$ cat config.mk
export PLATFORM = sky130hd
export DESIGN_NAME = regfile_wb_queue
export DESIGN_NICKNAME = d
export VERILOG_FILES = /design/src/rtl/regfile_wb_queue.sv
export SDC_FILE = /design/constraint.sdc
export NUM_CORES = 1
export LEC_CHECK = 0
export ABC_AREA = 0
export BUFFER_PORTS_ARGS = -buffer_cell sky130_fd_sc_hd__buf_2
export CELL_PAD_IN_SITES_DETAIL_PLACEMENT = 1
export CELL_PAD_IN_SITES_GLOBAL_PLACEMENT = 1
export CORE_MARGIN = 4
export CORE_UTILIZATION = 46
export CTS_CLUSTER_DIAMETER = 60
export DETAILED_ROUTE_END_ITERATION = 8
export PLACE_DENSITY_LB_ADDON = 0.1
export SYNTH_ARGS = -nofsm -noshare
export SYNTH_HDL_FRONTEND = slang
export SYNTH_SLANG_ARGS = --single-unit
$ cat constraint.sdc
create_clock -name clk -period 5 [get_ports clk]
set_clock_uncertainty 0.2 [all_clocks]
set_input_delay 0.5 -clock clk [delete_from_list [all_inputs] [get_ports clk]]
set_output_delay 0.5 -clock clk [all_outputs]
set_load 0.05 [all_outputs]
$ cat src/rtl/regfile_wb_queue.sv
// Writeback queue between the execution units and the register file write port.
// Load and ALU writes enter an in-order FIFO through valid/ready handshakes.
// The head entry drains onto the register file every cycle the queue is non-empty.
// A two-port combinational lookup exposes the youngest pending write per register.
module regfile_wb_queue #(
  parameter int WORD_SIZE   = 32,
  parameter int INDEX_WIDTH = 4,
  parameter int DEPTH       = 4
) (
  input  logic                     clk,
  input  logic                     reset,
  input  logic                     memValid,
  input  logic [INDEX_WIDTH-1:0]   memRegno,
  input  logic [WORD_SIZE-1:0]     memData,
  output logic                     memReady,
  input  logic                     aluValid,
  input  logic [INDEX_WIDTH-1:0]   aluRegno,
  input  logic [WORD_SIZE-1:0]     aluData,
  output logic                     aluReady,
  output logic                     wrtEn,
  output logic [INDEX_WIDTH-1:0]   wrtRegno,
  output logic [WORD_SIZE-1:0]     wrtData,
  input  logic [INDEX_WIDTH-1:0]   lookRegno1,
  input  logic [INDEX_WIDTH-1:0]   lookRegno2,
  output logic                     lookHit1,
  output logic                     lookHit2,
  output logic [WORD_SIZE-1:0]     lookData1,
  output logic [WORD_SIZE-1:0]     lookData2,
  output logic [$clog2(DEPTH):0]   count
);

  localparam int PW = $clog2(DEPTH);
  localparam int CW = PW + 1;

  logic [INDEX_WIDTH-1:0] ent_regno_q [DEPTH];
  logic [WORD_SIZE-1:0]   ent_data_q  [DEPTH];

  logic [PW-1:0] head_q, head_d;
  logic [PW-1:0] tail_q, tail_d;
  logic [CW-1:0] count_q, count_d;

  logic [CW-1:0] free_s;
  logic          mem_push_s;
  logic          alu_push_s;
  logic [PW-1:0] alu_idx_s;

  // Handshake: free space comes from registered occupancy only, so a drain
  // in the same cycle never creates room. ALU takes the second slot only
  // when the older load is not also competing for the last one.
  always_comb begin
    free_s = CW'(DEPTH) - count_q;
    if (reset) begin
      memReady = (free_s >= CW'(1));
      aluReady = (free_s >= CW'(2)) || ((free_s >= CW'(1)) && !memValid);
    end else begin
      memReady = 1'b0;
      aluReady = 1'b0;
    end
    mem_push_s = memValid && memReady;
    alu_push_s = aluValid && aluReady;
    // Load is older, so it takes tail and the ALU entry lands behind it.
    alu_idx_s  = tail_q + PW'(mem_push_s);
  end

  // Drain port: head entry is presented whenever the queue holds anything.
  always_comb begin
    wrtEn = reset && (count_q != {CW{1'b0}});
    if (wrtEn) begin
      wrtRegno = ent_regno_q[head_q];
      wrtData  = ent_data_q[head_q];
    end else begin
      wrtRegno = {INDEX_WIDTH{1'b0}};
      wrtData  = {WORD_SIZE{1'b0}};
    end
  end

  // Pointer and occupancy next state: up to two pushes and one pop per cycle.
  always_comb begin
    tail_d  = tail_q + PW'(mem_push_s) + PW'(alu_push_s);
    head_d  = head_q + PW'(wrtEn);
    count_d = count_q + CW'(mem_push_s) + CW'(alu_push_s) - CW'(wrtEn);
  end

  // Pointer and occupancy registers; reset discards every pending entry.
  always_ff @(posedge clk or negedge reset) begin
    if (!reset) begin
      head_q  <= {PW{1'b0}};
      tail_q  <= {PW{1'b0}};
      count_q <= {CW{1'b0}};
    end else begin
      head_q  <= head_d;
      tail_q  <= tail_d;
      count_q <= count_d;
    end
  end

  // Entry storage; contents need no reset because occupancy gates every use.
  always_ff @(posedge clk) begin
    if (mem_push_s) begin
      ent_regno_q[tail_q] <= memRegno;
      ent_data_q[tail_q]  <= memData;
    end
    if (alu_push_s) begin
      ent_regno_q[alu_idx_s] <= aluRegno;
      ent_data_q[alu_idx_s]  <= aluData;
    end
  end

  // Bypass lookup: walk occupied entries oldest to youngest so the youngest
  // match overrides; the draining head is still occupied this cycle.
  always_comb begin
    lookHit1  = 1'b0;
    lookHit2  = 1'b0;
    lookData1 = {WORD_SIZE{1'b0}};
    lookData2 = {WORD_SIZE{1'b0}};
    for (int i = 0; i < DEPTH; i++) begin
      logic [PW-1:0] idx;
      logic          occ;
      logic          m1;
      logic          m2;
      idx       = head_q + PW'($unsigned(i));
      occ       = reset && (CW'($unsigned(i)) < count_q);
      m1        = occ && (ent_regno_q[idx] == lookRegno1);
      m2        = occ && (ent_regno_q[idx] == lookRegno2);
      lookHit1  = lookHit1 | m1;
      lookHit2  = lookHit2 | m2;
      lookData1 = m1 ? ent_data_q[idx] : lookData1;
      lookData2 = m2 ? ent_data_q[idx] : lookData2;
    end
  end

  assign count = count_q;

endmodule

==> key figures <==
Critical path
  • CP max stage cell: dfrtp_4
  • Kind of critical path: register to output port
  • Max stage delay on crit path: 0.83 ns
  • Crit path buffers/inverters: 2
  • Crit path max-delay family: flip-flops
  • Arr. time, crit path: 3.77 ns
  • Worst path required time: 4.30 ns
  • Critical Path Sink Type: output port
  • CP startpoint kind: register
  • Critical path cell sequence: mux4_2 > xor2_1 > nor4_4 > a211oi_4 > buf_4 > a221oi_1 > o22ai_1 > buf_2
  • Max FO, Critical Path: 43

Power
  • Sequential power share: 0.213
  • Logic gate share of total power: 0.647
  • Internal power: 0.00473 W
  • Total power: 0.00973 W
  • Switch share: 0.514
  • Clock network power share: 0.140
  • P_sw: 0.00500 W
  • Leakage: 5.40 nW
  • Maximum vdd drop: 414 uV
  • Pwr per Cell Area: 695 nW/um^2

Floorplanning
  • # rows: 59
  • Die H: 170 microns
  • Die X: 170 microns
  • Core outline area: 26000 sq um
  • Die area: 28900 sq um
  • Initial Util: 0.465
  • Number of top-level pins: 192

Layout
  • P&R area growth vs syn: 15.9%
  • Layout cells sized above 1: 0.451
  • Fillers: 2827
  • Nets: 1335
  • Commonest cells after routing, fill and taps aside: 274 x mux2_2, 191 x buf_2, 144 x edfxtp_1, 103 x nor2_1, 72 x mux2i_1
  • Non-filler cells, final: 1589
  • Area of the multi-input gates: 7200 sq um
  • Register area: 4510 sq um
  • Most common cell after layout, fill and taps aside: mux2_2

Clock tree
  • CTS tree: yes
  • Root Buffer: clkbuf_16
  • Cells resized by post-CTS repair: 0
  • H-tree Lvls: 4
  • Reg clk slew, reported paths: 0.08 ns
  • Setup bufs post-CTS: 0
  • Skew-Pair Late Insertion Delay: 0.43 ns
  • Clk sinks: 151
  • Clock tree buffer depth: 2
  • TritonCTS buffer count: 17
  • Hold-fix buffers, CTS: 1

Global route
  • Global-route wire length before repair: 61400 microns
  • Congestion Overflow GR: 0
  • Initial antenna violation count: 7
  • Largest net degree at the start of global routing: 106
  • Total global-route track usage: 0.272
  • Vias in the first global route: 10400

Synthesis
  • Ys Warns: 0
  • Ys flop type: edfxtp_1
  • Mean Syn Cell Area: 11.0 sq um
  • Synth Net Count: 1197
  • Cell Area, Synth: 12100 sq um
  • EDFF count, synth: 144
  • Area contributors post-synth: edfxtp_1 36%, mux2_2 26%, mux2i_1 6.0%
  • Synthesis-stage register bit count: 151
  • Async SR Flop Fraction: 0.0464
  • Post-synth top area cell: edfxtp_1
  • Synth Instances: 1101
  • Seq/Total Area, Yosys: 0.372
  • Unique cell type count in the Yosys netlist: 37
  • Synth top area share: 0.358

Placement
  • Post-placement cell count: 1554
  • HPWL after DPL: 25600 microns
  • GPL Wtd Cong: 0.818
  • Setup WS pre-CTS: 1.01 ns
  • Port bufs: 191

Drt
  • DR pass1 iterations: 5
  • Avg Vias per Cell: 6.36
  • Post-route DRC: 0
  • Starting DRT DRC Count: 935
  • WL per Instance: 25.1 microns
  • DRT Wirelength: 39900 microns
  • Post-DRT Antenna Nets: 0
  • Vias: 10100

Timing
  • Fmax: 224 MHz
  • Hold Vio Cnt, Final: 0
  • Final setup fails: 0
  • Final setup margin: 0.529 ns
  • Rel. slew slack: 0.193
  • Hold_ws: 0.199 ns
  • TNS Setup: 0 ns
  • Final period util: 0.894
  • RSZ-0062 raised after global routing: false
  • Worst-margin pin slew: 1.21 ns
  • Slew Viols, Final: 0
  • Crit path time final: 4.47 ns

Status
  • Status: finished, final reports clean

Min path
  • Worst min path class: primary input to register

Job
  • Total of max-cap violations: 0
==> synth_stat cells (all sizes together), types with 3 or more instances <==
cell type	number
mux2	274
edfxtp	144
nor2	103
mux2i	72
a21oi	64
a221oi	64
clkbuf	64
o21ai	64
o22ai	64
and2	38
buf	37
xor2	22
xnor2	15
mux4	12
ha	10
inv	8
dfrtp	7
nand2	7
nand4	6
nand3	3
nor3	3
==> path summary, 6_finish.rpt <==
check	depth (start not counted)	end	slack [ns]	start
max in group asynchronous	2	head_q[0]	4.05	reset
hold reg to reg	3	count[2]	0.56	count[2]
setup reg to reg	12	ent_data_q[0][14]	1.02	count[0]
setup / recovery	8	lookData1[31]	0.53	head_q[1]
min in group asynchronous	2	count[1]	0.28	reset
hold / removal	2	ent_data_q[1][7]	0.20	aluData[7]
==> through the flow <==
step,instance area [sq um],utilization
CTS,14000,0.539
global route,14000,0.539
global placement,13400,0.515
floorplan,12100,-
finish,14000,0.539
detailed placement,13400,0.515
==> sequential cells by signal, summed over array words and instances, names as in the netlist <==
| register | count |
|---|---|
| count | 3 |
| ent_data_q | 128 |
| ent_regno_q | 16 |
| head_q | 2 |
| tail_q | 2 |
==> cell families (layout without fill, tap and decap cells) <==
family | after synthesis | after routing | share of synthesized area
other | 0 | 2 | 0
multiplexers | 358 | 358 | 0.337
AND/OR/NAND/NOR | 169 | 169 | 0.0678
flip-flops | 151 | 151 | 0.372
XOR/XNOR | 37 | 37 | 0.0268
AO/OA/AOI/OAI | 265 | 265 | 0.145
buffers and inverters | 109 | 260 | 0.0375
adder cells (fa/ha/maj) | 12 | 12 | 0.0137
==> per-layer routing <==
| layer | track usage | vias up | wire [microns] |
|---|---|---|---|
| met3 | 0.0483 | 82 | 2680 |
| met4 | 0.0795 | 12 | 973 |
| met1 | 0.365 | 5093 | 17200 |
| li1 | - | 4554 | - |
| met5 | 0 | - | 64 |
| met2 | 0.453 | 360 | 19000 |
==> layout make-up <==
cell class,count,share of cell area
Timing Repair Buffer,220,0.0885
Inverter,8,0.00214
Antenna cell,2,0.000357
Clock inverter,15,0.0129
Multi-Input combinational cell,841,0.514
Clock buffer,17,0.0304
Tap cell,335,0.0299
Sequential cell,151,0.322
==> power groups by stage <==
stage                     Clock, W  Sequential [W]  Combinational (W)
after floorplan                  0         0.00197            0.00484
after global placement           0         0.00207            0.00616
after detailed placement         0         0.00210            0.00626
after CTS                  0.00139         0.00207            0.00630
after global routing       0.00144         0.00211            0.00674
final                      0.00137         0.00207            0.00630
==> worst register-to-register path: cells and delay by family, from the launching register on <==
kind | cells | cell delay, ns
mux | 1 | 0.43
fa+ha+maj | 3 | 0.94
compound gates | 1 | 0.25
simple gates | 3 | 0.47
buf+inv | 4 | 1.04
flops | 1 | 0.41
No activity file was read; power rests on OpenSTA's default activity.
